File: config.mk
export PLATFORM = sky130hd
export DESIGN_NAME = vending_ctrl_param
export DESIGN_NICKNAME = d
export VERILOG_FILES = /design/src/rtl/vending_ctrl_param.sv
export SDC_FILE = /design/constraint.sdc
export NUM_CORES = 1
export LEC_CHECK = 0
export CELL_PAD_IN_SITES_DETAIL_PLACEMENT = 0
export CELL_PAD_IN_SITES_GLOBAL_PLACEMENT = 2
export CORE_MARGIN = 4
export CORE_UTILIZATION = 23
export CTS_BUF_LIST = sky130_fd_sc_hd__clkbuf_8
export CTS_CLUSTER_SIZE = 16
export DETAILED_ROUTE_END_ITERATION = 8
export PLACE_DENSITY = 0.66
export SKIP_CTS_REPAIR_TIMING = 1
export SLEW_MARGIN = 20
export SYNTH_ARGS = -nofsm -noshare
export SYNTH_HDL_FRONTEND = slang
export SYNTH_SLANG_ARGS = --single-unit
File: constraint.sdc
create_clock -name clk -period 3.9 [get_ports clk]
set_input_delay 0.39 -clock clk [delete_from_list [all_inputs] [get_ports clk]]
set_output_delay 0.39 -clock clk [all_outputs]
set_load 0.1 [all_outputs]
File: src/rtl/vending_ctrl_param.sv
// Single-product vending controller: coin credit, vend, serial 5-unit change,
// cancel/refund, stock tracking with sold-out lockout and refill.
module vending_ctrl_param #(
  parameter int PRICE      = 15,
  parameter int MAX_CREDIT = 30,
  parameter int CREDIT_W   = 6,
  parameter int STOCK_W    = 4,
  parameter int STOCK_INIT = 10
) (
  input  logic                clk,
  input  logic                rst,
  input  logic                c5,
  input  logic                c10,
  input  logic                c25,
  input  logic                cancel,
  input  logic                refill,
  output logic                p_out,
  output logic                c_out,
  output logic                coin_rej,
  output logic                busy,
  output logic                sold_out,
  output logic [CREDIT_W-1:0] credit,
  output logic [STOCK_W-1:0]  stock
);

  typedef enum logic [1:0] {S_IDLE, S_COLLECT, S_VEND, S_CHANGE} state_t;

  state_t              r_state, w_state_nxt;
  logic [CREDIT_W-1:0] r_credit, w_credit_nxt;
  logic [STOCK_W-1:0]  r_stock, w_stock_nxt;
  logic                r_p_out, r_c_out, r_coin_rej, r_busy, r_sold_out;
  logic                w_p_nxt, w_rej_nxt;
  logic                w_any_coin, w_one_coin, w_accept;
  logic [CREDIT_W:0]   w_coin_val, w_sum;

  assign w_any_coin = c5 | c10 | c25;
  assign w_one_coin = $onehot({c5, c10, c25});
  // Value only meaningful when exactly one coin line is high.
  assign w_coin_val = c25 ? (CREDIT_W+1)'(25) : (c10 ? (CREDIT_W+1)'(10) : (CREDIT_W+1)'(5));
  // One extra bit so an overflowing sum is still compared correctly.
  assign w_sum      = {1'b0, r_credit} + w_coin_val;
  assign w_accept   = w_one_coin && !r_sold_out && (w_sum <= (CREDIT_W+1)'(MAX_CREDIT));

  // Next-state, next-credit/stock and next-output decode.
  always_comb begin
    w_state_nxt  = r_state;
    w_credit_nxt = r_credit;
    w_stock_nxt  = r_stock;
    w_p_nxt      = 1'b0;
    w_rej_nxt    = 1'b0;
    case (r_state)
      S_IDLE, S_COLLECT: begin
        if (r_state == S_COLLECT && cancel) begin
          // Full refund; a coin arriving alongside cancel is bounced.
          w_state_nxt = S_CHANGE;
          w_rej_nxt   = w_any_coin;
        end else if (w_any_coin) begin
          if (w_accept) begin
            w_credit_nxt = w_sum[CREDIT_W-1:0];
            if (w_sum >= (CREDIT_W+1)'(PRICE)) begin
              w_state_nxt = S_VEND;
              w_p_nxt     = 1'b1;
            end else begin
              w_state_nxt = S_COLLECT;
            end
          end else begin
            w_rej_nxt = 1'b1;
          end
        end
      end
      S_VEND: begin
        w_rej_nxt    = w_any_coin;
        w_credit_nxt = r_credit - CREDIT_W'(PRICE);
        w_stock_nxt  = r_stock - STOCK_W'(1);
        w_state_nxt  = (w_credit_nxt != '0) ? S_CHANGE : S_IDLE;
      end
      S_CHANGE: begin
        // Pulse shown this cycle pays out 5 units at the closing edge.
        w_rej_nxt    = w_any_coin;
        w_credit_nxt = r_credit - CREDIT_W'(5);
        w_state_nxt  = (w_credit_nxt != '0) ? S_CHANGE : S_IDLE;
      end
      default: w_state_nxt = S_IDLE;
    endcase
    if (refill) w_stock_nxt = STOCK_W'(STOCK_INIT);
  end

  // State, counters and registered outputs.
  always_ff @(posedge clk or posedge rst) begin
    if (rst) begin
      r_state    <= S_IDLE;
      r_credit   <= '0;
      r_stock    <= STOCK_W'(STOCK_INIT);
      r_p_out    <= 1'b0;
      r_c_out    <= 1'b0;
      r_coin_rej <= 1'b0;
      r_busy     <= 1'b0;
      r_sold_out <= (STOCK_INIT == 0);
    end else begin
      r_state    <= w_state_nxt;
      r_credit   <= w_credit_nxt;
      r_stock    <= w_stock_nxt;
      r_p_out    <= w_p_nxt;
      r_c_out    <= (w_state_nxt == S_CHANGE);
      r_coin_rej <= w_rej_nxt;
      r_busy     <= (w_state_nxt == S_VEND) || (w_state_nxt == S_CHANGE);
      r_sold_out <= (w_stock_nxt == '0);
    end
  end

  assign p_out    = r_p_out;
  assign c_out    = r_c_out;
  assign coin_rej = r_coin_rej;
  assign busy     = r_busy;
  assign sold_out = r_sold_out;
  assign credit   = r_credit;
  assign stock    = r_stock;

endmodule

### Word level (Yosys, flattened, before mapping)

Cells that the tools add are included.
Widths: inputs -> output; s select.

| word-level totals | value |
|---|---|
| register bits after elaboration | 17 |
| bits of input ports | 7 |
| output and inout port bits | 15 |
| logic and storage cells | 63 |

| cells by class | value |
|---|---|
| $add $sub $neg | 6 |
| magnitude comparators | 2 |
| eq/ne operators | 9 |
| mux-type cells | 24 |
| bitwise gates (word level) | 2 |
| reduce and logical (&&, ||, !) cells | 12 |

Operators by type and width:

| operator | count |
|---|---|
| $mux 6 | 3 |
| $pmux 6 s3 | 1 |
| $mux 2 | 6 |
| $mux 4 | 3 |
| $reduce_bool 6->1 | 2 |
| $eq 2x2->1 const B | 4 |
| $mux 1 | 8 |
| $add 6x5->7 | 1 |
| $ge 7x4->1 const B | 1 |
| $le 7x5->1 const B | 1 |
| $ne 2x2->1 const B | 3 |
| $pmux 2 s3 | 1 |
| $sub 6x3->6 const B | 1 |
| $sub 6x4->6 const B | 1 |
| $mux 5 | 1 |
| $eq 2x1->1 const B | 2 |
| $logic_not 4->1 | 1 |
| $reduce_or 2->1 | 2 |
| $sub 4x1->4 const B | 1 |
| $logic_and 1x1->1 | 3 |
| $reduce_and 3->1 | 1 |
| $add 1x1->2 | 1 |
| $add 2x1->2 | 1 |
| $logic_not 2->1 | 1 |
| 4 further kinds | 5 |

### Longest topological paths before layout

| depth | value |
|---|---|
| depth in word-level cells | 11 |
| depth in mapped cells | 11 |
| mapped depth without buffers | 10 |

### Least setup slack after synthesis

OpenSTA, ideal clock, no wires.

| path | value |
|---|---|
| kind | flip-flop to flip-flop |
| start | register r_credit[0] (netlist: credit[0]) |
| end | register r_state[0] |
| library setup time | 0.126 ns |
| arrival time | 3.146 ns |
| data required time | 3.774 ns |
| slack | 0.627 ns |
| cell stages (with the launch flop) | 9 |
| path buffers | 0 |
| clock period less this slack | 3.273 ns |
| cells stage by stage | dfrtp_1 > ha_1 > fa_1 > and3_1 > nor3b_2 > mux2i_1 > or3_4 > or3_1 > a311o_1 |

| between the ends | value |
|---|---|
| word-level cells in the longest chain between the ends | 7 |
| elaborated cells between the ends (all ways) | 15 |
| classes of those cells | add/sub (3); order compare (2); mux (7); reduce/logical (3) |

Ends and longest elaborated chain:

| what | RTL line | RTL |
|---|---|---|
| from (decl) | 29 | `logic [CREDIT_W-1:0] r_credit, w_credit_nxt;` |
| from (signal assigned) | 101 | `r_credit <= w_credit_nxt;` |
| $add 6x5->7 | 41 | `assign w_sum = {1'b0, r_credit} + w_coin_val;` |
| $ge 7x4->1 or $le 7x5->1 (tied branches) | 60, 42 |  |
| $mux 2 or $logic_and 1x1->1 (tied branches) | 60, 42 |  |
| $mux 2 | 58 | `if (w_accept) begin` |
| $mux 2 | 57 | `end else if (w_any_coin) begin` |
| $mux 2 | 53 | `if (r_state == S_COLLECT && cancel) begin` |
| $pmux 2 s3 * | 51 | `case (r_state)` |
| net w_state_nxt[0] | 28 | `state_t r_state, w_state_nxt;` |
| to (signal assigned) | 100 | `r_state <= w_state_nxt;` |
| to (decl) | 28 |  |

The timed path passes the listed nets; every way through them passes the cells marked *.
A chain may end at the register's enable or synchronous reset.

### Worst setup path in the final report

| path | value |
|---|---|
| start | input c25 |
| end | register r_credit[1] (netlist: credit[1]) |

| between the ends | value |
|---|---|
| word-level cells in the longest chain between the ends | 7 |
| elaborated cells between the ends (all ways) | 16 |
| classes of those cells | add/sub (3); order compare (1); eq/ne (3); mux (5); bitwise (1); reduce/logical (3) |

Ends and longest elaborated chain:

| what | RTL line | RTL |
|---|---|---|
| from (decl) | 14 | `input logic c25,` |
| branches (longest 7 deep; another with $add 6x5->7) | n/a |  |

Several ways; the timed one is not identified. The select of a mux whose other input is x is not followed.

==> results.py <==
metrics = {
    "status": {
        "status": "complete, no violations",
    },
    "yosys": {
        "synthMuxAreaShare": 0.0392,
        "synth_top_family_by_area": "simple AND/OR/NAND/NOR gates",
        "synth-seq-cells": 16,
        "syn_avg_cell_area_um2": 8.75,
        "synth.net_count": 164,
        "ys_warn_count": 0,
        "syn_inst": 146,
        "netlist.area_leader.share": 0.274,
        "synth_xor_area_frac": 0.0686,
        "synth_area_leaders": "dfrtp_1 (27%), ha_1 (8.8%), xnor2_1 (4.8%), dfstp_2 (4.1%), a21oi_1 (3.9%)",
        "synth_area_um2": 1280,
        "ys_seq_area_frac": 0.315,
        "synth_cell_types": 46,
        "synth_edf_count": 0,
        "synth_area_leader_cell": "dfrtp_1",
        "synth-simple-area-share": 0.203,
        "yosys.area_share.adder": 0.119,
        "synth_compound_area_frac": 0.189,
        "async_flop_share": 1.00,
        "synthFlopType": "dfrtp_1",
    },
    "timing": {
        "min_period_ns": 3.21,
        "slew_viol_final": 0,
        "worstMarginPinSlew_ns": 0.970,
        "finalSetupTns_ns": 0,
        "skew_ns": 0.00327,
        "setup_viol": 0,
        "max_freq_mhz": 312,
        "min_period_over_period": 0.822,
        "finalHoldViolations": 0,
        "rsz0062_at_grt": "no",
        "slew_headroom": 0.351,
        "fin_ws_ns": 0.693,
    },
    "hold_path": {
        "hp-class": "primary input to async pin",
    },
    "cts": {
        "clock_sinks": 16,
        "numCtsBuffers": 3,
        "clkTransAtPathRegs_ns": 0.07,
        "clockBufferDepth": 2,
        "cts_max_level": 1,
        "clock_latency_ns": 0.25,
        "cts_root_buf": "clkbuf_8",
        "cts_tree": "done",
    },
    "worst_setup_path": {
        "startpoint_type": "primary input",
        "critPathTopFamily": "compound AO/OA/AOI/OAI gates",
        "critical-path-slowest-cell": "a2111oi_1",
        "max_stage_delay_ns": 0.63,
        "endpoint_kind": "flop",
        "path_buf_inv": 2,
        "crit_chain": "clkdlybuf4s50_1, inv_1, nand2_1, ha_1, fa_1, xnor2_1, a2111oi_1, o211ai_1, or3b_1, mux2i_1, a21oi_1",
        "crit_type": "primary input to flop",
        "arrival_ns": 3.33,
        "crit_fanout": 8,
        "required_ns": 4.02,
    },
    "layout": {
        "finalInstanceArea_um2": 1600,
        "n_antenna_cell": 0,
        "mostFrequentLayoutCells": "clkdlybuf4s50_1 (21), dfrtp_1 (14), inv_1 (13)",
        "seq_area_um2": 403,
        "fill_cells": 552,
        "final_common_cell": "clkdlybuf4s50_1",
        "multi_input_area_um2": 791,
        "area_growth_pct": 24.9,
        "layout.nets": 183,
        "layout-drive-gt1-share": 0.0610,
    },
    "placement": {
        "place_ws_ns": 0.424,
        "dpl.hpwl_mm": 2.41,
        "gp_congestion": 0.756,
        "placed_cell_area_um2": 1540,
        "portBuffers": 21,
    },
    "floorplan": {
        "ios": 22,
        "start_util": 0.244,
        "rows": 26,
        "die-height_um": 82.5,
        "die-area_um2": 6810,
        "core-area_um2": 5240,
        "die_x_um": 82.5,
    },
    "route": {
        "vias_per_cell": 4.72,
        "ant_nets": 0,
        "num_vias": 1105,
        "drt-initial-drc-count": 40,
        "wl_per_cell_um": 13.4,
        "dr.pass1.iters": 4,
        "drc": 0,
        "wirelength_mm": 3.14,
    },
    "global_route": {
        "grt_max_degree": 17,
        "antenna_found_initial": 0,
        "grt-ovfl-total": 0,
        "grt_pass1_wl_mm": 5.25,
        "grt.total_usage": 0.100,
        "grt_pass1_vias": 1076,
    },
    "job": {
        "maxCapViolCount": 0,
    },
}
cells by family after synthesis:
family,after synthesis
mux,5
fa+ha+maj,11
flops,16
buf+inv,20
simple gates,49
xor+xnor,10
compound gates,35
Yosys cell counts, types with 2 or more instances:
cell / n
a2111oi_1: 2
a211o_1: 2
a21o_1: 2
a21oi_1: 10
a31oi_1: 2
and3_1: 2
clkbuf_1: 5
dfrtp_1: 14
dfstp_2: 2
fa_1: 2
ha_1: 9
inv_1: 13
mux2i_1: 5
nand2_1: 12
nand2b_1: 2
nand3_1: 4
nor2_1: 12
nor2b_1: 2
nor4_1: 3
o21ai_0: 5
or3_1: 3
xnor2_1: 7
xor2_1: 3
sequential cells by signal, summed over array words and instances (netlist names):
signal,count
credit,6
stock,4
busy,1
c_out,1
coin_rej,1
p_out,1
r_state,1
sold_out,1
layout make-up:
type	instances	area share
Tap cell	70	0.0549
Inverter	13	0.0306
Sequential cell	16	0.253
Clock buffer	4	0.0345
Timing Repair Buffer	21	0.132
Multi-Input combinational cell	110	0.496
metal layers:
layer / track usage / wire [um]
met1: 0.138 / 1490
met2: 0.159 / 1450
met3: 0.0163 / 160
met4: 0.0343 / 29
met5: 0 / 0
final timing paths:
path	startpoint	endpoint	slack (ns)	depth (start not counted)
worst max-delay path	c25	credit[1]	0.69	11
worst min-delay path	rst	credit[2]	0.52	2
worst max register to register	credit[0]	credit[1]	0.86	8
worst min register to register	stock[3]	stock[3]	0.60	2
max in group asynchronous	rst	credit[5]	2.98	2
min in group clk	stock[3]	stock[3]	0.60	2
stage by stage:
| stage | std cells | utilization | hold slack (ns) |
|---|---|---|---|
| final | 234 | 0.305 | 0.521 |
| after global routing | 234 | 0.305 | 0.610 |
| after CTS | 234 | 0.305 | 0.561 |
| after detailed placement | 230 | 0.294 | 0.582 |
| after global placement | 230 | 0.294 | 0.587 |
| after floorplan | 146 | - | 0.302 |
Power is not shown: default switching activity piles up to over one toggle a cycle in this logic, so the estimate is an artifact.
